`src/rtl/fft_bfly_writeback.sv`:
```
// In-place write-back of butterfly results into the two-bank (A/B) FFT working RAM.
// Optional build macro FFT_WB_SCALE_EN: halve every re/im component (round-half-up, saturating).
module fft_bfly_writeback #(
    parameter int ADDR_WIDTH = 10,
    parameter int DATA_WIDTH = 32
) (
    input  logic                  clk,
    input  logic                  rst_n,
    input  logic                  in_vld,
    input  logic                  in_last,
    input  logic                  first_lev,
    input  logic [ADDR_WIDTH-1:0] in_addr,
    input  logic [DATA_WIDTH-1:0] in_a,
    input  logic [DATA_WIDTH-1:0] in_b,
    input  logic                  err_clr,
    output logic                  wr_en,
    output logic [ADDR_WIDTH-1:0] wr_addr,
    output logic [DATA_WIDTH-1:0] wr_data_a,
    output logic [DATA_WIDTH-1:0] wr_data_b,
    output logic                  level_done,
    output logic                  pair_err,
    output logic                  busy
);

    localparam int HW = DATA_WIDTH / 2;

    typedef struct packed {
        logic [ADDR_WIDTH-1:0] addr;
        logic [DATA_WIDTH-1:0] a;
        logic [DATA_WIDTH-1:0] b;
        logic                  last;
    } wr_item_t;

    // Held even beat (parity is odd exactly while this is valid)
    logic                  hold_vld_reg;
    logic [ADDR_WIDTH-1:0] hold_addr_reg;
    logic [DATA_WIDTH-1:0] hold_a_reg;
    logic [DATA_WIDTH-1:0] hold_b_reg;

    logic                  pend_vld_reg;
    wr_item_t              pend_reg;

    logic                  wr_en_reg;
    logic [ADDR_WIDTH-1:0] wr_addr_reg;
    logic [DATA_WIDTH-1:0] wr_data_a_reg;
    logic [DATA_WIDTH-1:0] wr_data_b_reg;
    logic                  wr_last_reg;
    logic                  level_done_reg;
    logic                  pair_err_reg;
    logic                  busy_reg;

    logic                  beat_lev;
    logic                  beat_first;
    logic                  pair_now;
    logic                  orphan_new;
    logic                  load_hold;
    logic                  err_set;
    wr_item_t              cand [4];
    logic [3:0]            cand_vld;
    wr_item_t              sel0_next;
    wr_item_t              sel1_next;
    logic                  sel0_vld_next;
    logic                  sel1_vld_next;
    logic [DATA_WIDTH-1:0] data_a_next;
    logic [DATA_WIDTH-1:0] data_b_next;

    // Candidate writes in issue order: pending, write1/flush of hold, write2, new beat.
    // At most two are ever valid together; the first is written now, the second is deferred.
    always_comb begin
        beat_lev   = in_vld & ~first_lev;
        beat_first = in_vld & first_lev;
        pair_now   = hold_vld_reg & beat_lev;
        orphan_new = beat_lev & ~hold_vld_reg & in_last;
        load_hold  = beat_lev & ~hold_vld_reg & ~in_last;
        err_set    = (hold_vld_reg & ~beat_lev) | orphan_new;

        cand[0]     = pend_reg;
        cand_vld[0] = pend_vld_reg;
        cand[1]     = pair_now ? '{hold_addr_reg, hold_a_reg, in_a, 1'b0}
                               : '{hold_addr_reg, hold_a_reg, hold_b_reg, 1'b0};
        cand_vld[1] = hold_vld_reg;
        cand[2]     = '{in_addr, hold_b_reg, in_b, in_last};
        cand_vld[2] = pair_now;
        cand[3]     = '{in_addr, in_a, in_b, in_last};
        cand_vld[3] = beat_first | orphan_new;

        sel0_next     = '0;
        sel1_next     = '0;
        sel0_vld_next = 1'b0;
        sel1_vld_next = 1'b0;
        for (int i = 0; i < 4; i++) begin
            if (cand_vld[i]) begin
                if (!sel0_vld_next) begin
                    sel0_next     = cand[i];
                    sel0_vld_next = 1'b1;
                end else if (!sel1_vld_next) begin
                    sel1_next     = cand[i];
                    sel1_vld_next = 1'b1;
                end
            end
        end
    end

`ifdef FFT_WB_SCALE_EN
    function automatic logic [HW-1:0] scale_half(input logic [HW-1:0] x);
        logic [HW:0] sum;
        sum = {x[HW-1], x[HW-1], x[HW-1:1]} + {{HW{1'b0}}, x[0]};
        if (sum[HW] != sum[HW-1]) begin
            return {1'b0, {(HW-1){1'b1}}};
        end
        return sum[HW-1:0];
    endfunction

    genvar gi;
    generate
        for (gi = 0; gi < 2; gi++) begin : g_scale
            assign data_a_next[gi*HW +: HW] = scale_half(sel0_next.a[gi*HW +: HW]);
            assign data_b_next[gi*HW +: HW] = scale_half(sel0_next.b[gi*HW +: HW]);
        end
    endgenerate
`else
    assign data_a_next = sel0_next.a;
    assign data_b_next = sel0_next.b;
`endif

    always_ff @(posedge clk or negedge rst_n) begin
        if (!rst_n) begin
            hold_vld_reg   <= 1'b0;
            hold_addr_reg  <= '0;
            hold_a_reg     <= '0;
            hold_b_reg     <= '0;
            pend_vld_reg   <= 1'b0;
            pend_reg       <= '0;
            wr_en_reg      <= 1'b0;
            wr_addr_reg    <= '0;
            wr_data_a_reg  <= '0;
            wr_data_b_reg  <= '0;
            wr_last_reg    <= 1'b0;
            level_done_reg <= 1'b0;
            pair_err_reg   <= 1'b0;
            busy_reg       <= 1'b0;
        end else begin
            hold_vld_reg <= load_hold;
            if (load_hold) begin
                hold_addr_reg <= in_addr;
                hold_a_reg    <= in_a;
                hold_b_reg    <= in_b;
            end
            pend_vld_reg   <= sel1_vld_next;
            pend_reg       <= sel1_next;
            wr_en_reg      <= sel0_vld_next;
            wr_addr_reg    <= sel0_next.addr;
            wr_data_a_reg  <= data_a_next;
            wr_data_b_reg  <= data_b_next;
            wr_last_reg    <= sel0_vld_next & sel0_next.last;
            level_done_reg <= wr_last_reg;
            // Set wins over clear
            pair_err_reg   <= err_set | (pair_err_reg & ~err_clr);
            busy_reg       <= load_hold | sel1_vld_next | sel0_vld_next | wr_last_reg;
        end
    end

    assign wr_en      = wr_en_reg;
    assign wr_addr    = wr_addr_reg;
    assign wr_data_a  = wr_data_a_reg;
    assign wr_data_b  = wr_data_b_reg;
    assign level_done = level_done_reg;
    assign pair_err   = pair_err_reg;
    assign busy       = busy_reg;

endmodule

```
`config.mk`:
```
export PLATFORM = sky130hd
export DESIGN_NAME = fft_bfly_writeback
export DESIGN_NICKNAME = d
export VERILOG_FILES = /design/src/rtl/fft_bfly_writeback.sv
export SDC_FILE = /design/constraint.sdc
export NUM_CORES = 1
export LEC_CHECK = 0
export CAP_MARGIN = 20
export CORE_ASPECT_RATIO = 1.25
export CORE_MARGIN = 2
export CORE_UTILIZATION = 46
export CTS_CLUSTER_SIZE = 16
export DETAILED_ROUTE_END_ITERATION = 8
export GPL_TIMING_DRIVEN = 0
export MAX_ROUTING_LAYER = met4
export PLACE_DENSITY = 0.71
export RECOVER_POWER = 25
export SLEW_MARGIN = 25
export SYNTH_ARGS = -nofsm -noshare
export SYNTH_HDL_FRONTEND = slang
export SYNTH_SLANG_ARGS = --single-unit
```
`constraint.sdc`:
```
create_clock -name clk -period 2.3 [get_ports clk]
set_input_delay 0.345 -clock clk [delete_from_list [all_inputs] [get_ports clk]]
set_output_delay 0.345 -clock clk [all_outputs]
set_load 0.01 [all_outputs]
```
**After elaboration in Yosys (flattened, before gate mapping)**

Cells that the tools add are included.

- Output and inout port bits: 78
- Bits in writable memories: 0
- Bits in read-only memories: 0
- Bits in latches: 0
- Bits of input ports: 80
- Word-level logic and storage cells: 63
- Memories: 0
- Bits in registers: 230

- Magnitude comparators: 0
- Shift operators: 0
- Bitwise logic cells: 20
- Multipliers: 0
- Divide/modulo/power cells: 0
- Multiplexer cells: 26
- Add/subtract/negate cells: 0
- Reduce and logical (&&, ||, !) cells: 0
- Equal/unequal tests: 0

Operators by type and width:

| operator | number |
|---|---|
| 2-to-1 mux 75 bit | 15 |
| 2-to-1 mux 33 bit | 1 |
| 2-to-1 mux 1 bit | 10 |
| bitwise AND 1 bit | 9 |
| bitwise OR 1 bit | 6 |
| inverter 1 bit | 5 |

**Logic depth before layout (Yosys ltp)**

- Depth in word-level cells: 12
- Depth in mapped cells: 6
- Gate-level depth less buffers: 3

**Least setup slack after synthesis**

OpenSTA, ideal clock, no wires.

- Path type: input port to flip-flop
- Start point: input first_lev
- End point: register hold_a_reg[21]
- Required time: 2.175 ns
- Arrival time: 1.359 ns
- Path buffers: 2
- Stages on the path: 5
- Setup slack: 0.816 ns
- Library setup time: 0.125 ns
- Cells stage by stage: nand2b_1 nor3_2 buf_4 buf_6 mux2_2

- Word-level cells in the longest chain between the ends: 4

Ends and longest elaborated chain:

| element | RTL line | source |
|---|---|---|
| from (decl) | 11 | `input logic first_lev,` |
| inverter 1 bit | 70 | `beat_lev = in_vld & ~first_lev;` |
| bitwise AND 1 bit | 70 |  |
| bitwise AND 1 bit (2 in a row) | 74 | `load_hold = beat_lev & ~hold_vld_reg & ~in_last;` |
| to (signal assigned) | 146 | `hold_a_reg <= in_a;` |
| to (decl) | 37 | `logic [DATA_WIDTH-1:0] hold_a_reg;` |

No other way between the ends.
A chain may end at the register's enable or synchronous reset.

==> impl_metrics.yaml <==
status:
  status: "finished clean"
setup_path:
  cpMaxStageDelayCell: "dfrtp_1"
  worst_r2r_path_depth: 4
  path_cells: "clkbuf_1 -> nand2_1 -> clkbuf_1 -> o22ai_1"
  slowest_delay_ps: 460
  critPathKind: "reg2reg"
  endpoint_kind: "flip-flop"
  crit_required_ps: 2710
  cp_common_cell: "clkbuf_1"
  cp-startpoint: "hold_vld_reg"
  critPathLaunchType: "flip-flop"
  r2r_slack_ps: 340
  crit_arrival_ps: 2370
  cp_max_fo: 10
  rr_startpoint: "hold_vld_reg"
  rr_endpoint: "cand[230]"
synthesis:
  ys_types: 30
  synthTopCellsByArea: "dfrtp_1 61%, mux2_2 8.1%, a22o_1 4.0%, a221o_1 3.4%, mux2i_1 3.4%"
  seq_area_frac_synth_pct: 60.6
  synthCells: 718
  synth_area_um2: 9500
  postSynthAreaPerCell_um2: 13.2
  syn_nets: 798
  synth.top_cell.area_share_pct: 60.6
  yosys.area.top_type: "dfrtp_1"
  ys_ff_latch: 230
  synth_warnings: 0
timing:
  finalSetupViolations: 0
  hold_ws_ps: 403
  rsz0062_at_grt: "no"
  slew_headroom_pct: 19.3
  clock.fmax_mhz: 510
  fin_crit_ps: 1960
  worst_pin_slew_ps: 1210
  finClkSkew_ps: 9.70
  drv_slew: 0
  timing.final.crit_share_pct: 85.2
  hold_violations: 0
floorplan:
  core_um2: 20200
  die_h_um: 165
  die_area_um2: 21800
  die_w_um: 133
  ioPinCount: 158
  start_util_pct: 47.1
  num_rows: 58
placed_design:
  place_area_um2: 11500
  gp_congestion: 0.804
  place_inst: 1147
  io_buffers: 157
  dp_hpwl_mm: 16.6
drt:
  avgRoutedWirePerCell_um: 21.4
  ant_nets: 0
  num_vias: 6973
  drc_errors: 0
  drt-total-wl_mm: 25.4
  dr.pass1.iters: 6
  vias_per_cell: 5.87
  drt_iter0_drc: 590
global_route:
  grt_pass1_wl_mm: 40.1
  grt_pass1_vias: 7151
  grt_usage_pct: 24.0
  antenna_found_initial: 0
  grt_max_degree: 86
  overflow: 0
final_layout:
  num_antenna_cells: 0
  largest_reg_flops: 75
  n_fill_cell: 1728
  nNetsFinal: 983
  layout_commonest_cell: "dfrtp_1"
  final_area_um2: 12200
  mostFrequentLayoutCells: "230 x dfrtp_1, 156 x clkdlybuf4s50_1, 68 x mux2_2, 43 x a22o_1, 42 x a21o_1"
  drive_gt1_share_pct: 15.8
  final_cells: 1188
  syn2layout_area_growth_pct: 28.5
hold_path:
  worstHoldPathCells: 0
  hp-class: "reg2reg"
  min_to: "level_done"
  hold_start: "wr_last_reg"
job:
  maxCapViolations: 0
clock_tree:
  cts_max_level: 1
  clock_latency_ps: 500
  clkSinkCount: 230
  cts_buffers: 23
  cts_root_buffer: "clkbuf_16"
  cts_tree: "yes"
  clkSlewWorstSetupHoldPaths_ps: 70
  cts_buffer_depth: 3
power:
  irDropWorstVdd_v: 0.000605
  power_density_nw_per_um2: 817
  p_leak_uw: 0.00569
[cell usage after synthesis (all sizes together)]
| cell type | count |
|---|---|
| a32oi | 32 |
| o21a | 3 |
| o22ai | 33 |
| a22o | 43 |
| a32o | 10 |
| or3 | 1 |
| nand2 | 37 |
| mux2 | 74 |
| inv | 1 |
| and3 | 32 |
| nor2 | 4 |
| nor2b | 2 |
| xnor2 | 1 |
| buf | 36 |
| dfrtp | 230 |
| a221o | 32 |
| a21o | 42 |
| mux2i | 32 |
| and2 | 2 |
| nor3 | 1 |
| clkbuf | 30 |
| nand2b | 5 |
| o221ai | 1 |
| o21ai | 34 |
[logic make-up (layout without fill, tap and decap cells)]
| kind of cell | after synthesis | count (layout) | synth area share (%) |
|---|---|---|---|
| muxes | 106 | 106 | 12.1 |
| xor gates and xnor gates | 1 | 1 | 0.0922 |
| and+or+nand+nor | 84 | 84 | 4.49 |
| AOI/OAI and AO/OA | 230 | 230 | 19.0 |
| DFF | 230 | 230 | 60.6 |
| buffers and inverters | 67 | 267 | 3.70 |
[critical path, delay by kind of cell (launching register included)]
kind,cells,cell delay [ps]
AND/OR/NAND/NOR,1,330
flip-flops,1,460
AO/OA/AOI/OAI,1,270
buffers and inverters,2,800
[per-layer routing]
| layer | global-route usage (%) | part of all wire, % | wire length [µm] | vias up |
|---|---|---|---|---|
| li1 | - | - | - | 3097 |
| met4 | 7.23 | 2.5 | 646 | 0 |
| met1 | 31.2 | 42 | 10700 | 3587 |
| met3 | 3.28 | 5.5 | 1400 | 51 |
| met5 | - | 0 | 0 | - |
| met2 | 39.7 | 50 | 12600 | 238 |
[report_power, final]
group	leakage, µW	switching (µW)	internal, µW
clock network	0.000374	1530	2200
logic	0.00234	726	781
registers	0.00298	256	4490
[layout make-up]
| class | instances | area [µm²] | area share (%) |
|---|---|---|---|
| timing repair buffer | 160 | 1620 | 13.2 |
| buffer | 66 | 348 | 2.85 |
| multi-input combinational | 421 | 3400 | 27.8 |
| inverter | 1 | 3.75 | 0.0307 |
| sequential | 230 | 5760 | 47.1 |
| tap | 270 | 338 | 2.77 |
| clock buffer | 34 | 697 | 5.71 |
| clock inverter | 6 | 57.6 | 0.471 |
[through the flow]
| step | worst slack, ps | power (µW) | util (%) | setup TNS, ps |
|---|---|---|---|---|
| 2_1_floorplan | 816 | 5530 | - | 0 |
| 3_3_place_gp | -8770 | 6290 | 56.6 | -2013500 |
| 3_5_place_dp | -84.5 | 6330 | 56.9 | -2610 |
| 4_1_cts | 387 | 10100 | 60.7 | 0 |
| 5_1_grt | 188 | 10400 | 60.5 | 0 |
| 6_report | 341 | 9980 | 60.5 | 0 |
[what timing repair did]
action | CTS | global route
buffers inserted | 0 | 0
gates resized for setup | 0 | 0
hold buffers | 1 | 0
hold endpoints to repair | 83 | 0
[worst max-delay path by stage]
| stage | endpoint | depth (start not counted) |
|---|---|---|
| 2_1_floorplan | hold_a_reg[21] | 5 |
| 3_3_place_gp | wr_data_a[20] | 1 |
| 3_5_place_dp | hold_a_reg[6] | 6 |
| 4_1_cts | cand[230] | 4 |
| 5_1_grt | wr_data_a[17] | 3 |
| 6_report | cand[230] | 4 |
No activity file was read; power rests on OpenSTA's default activity.
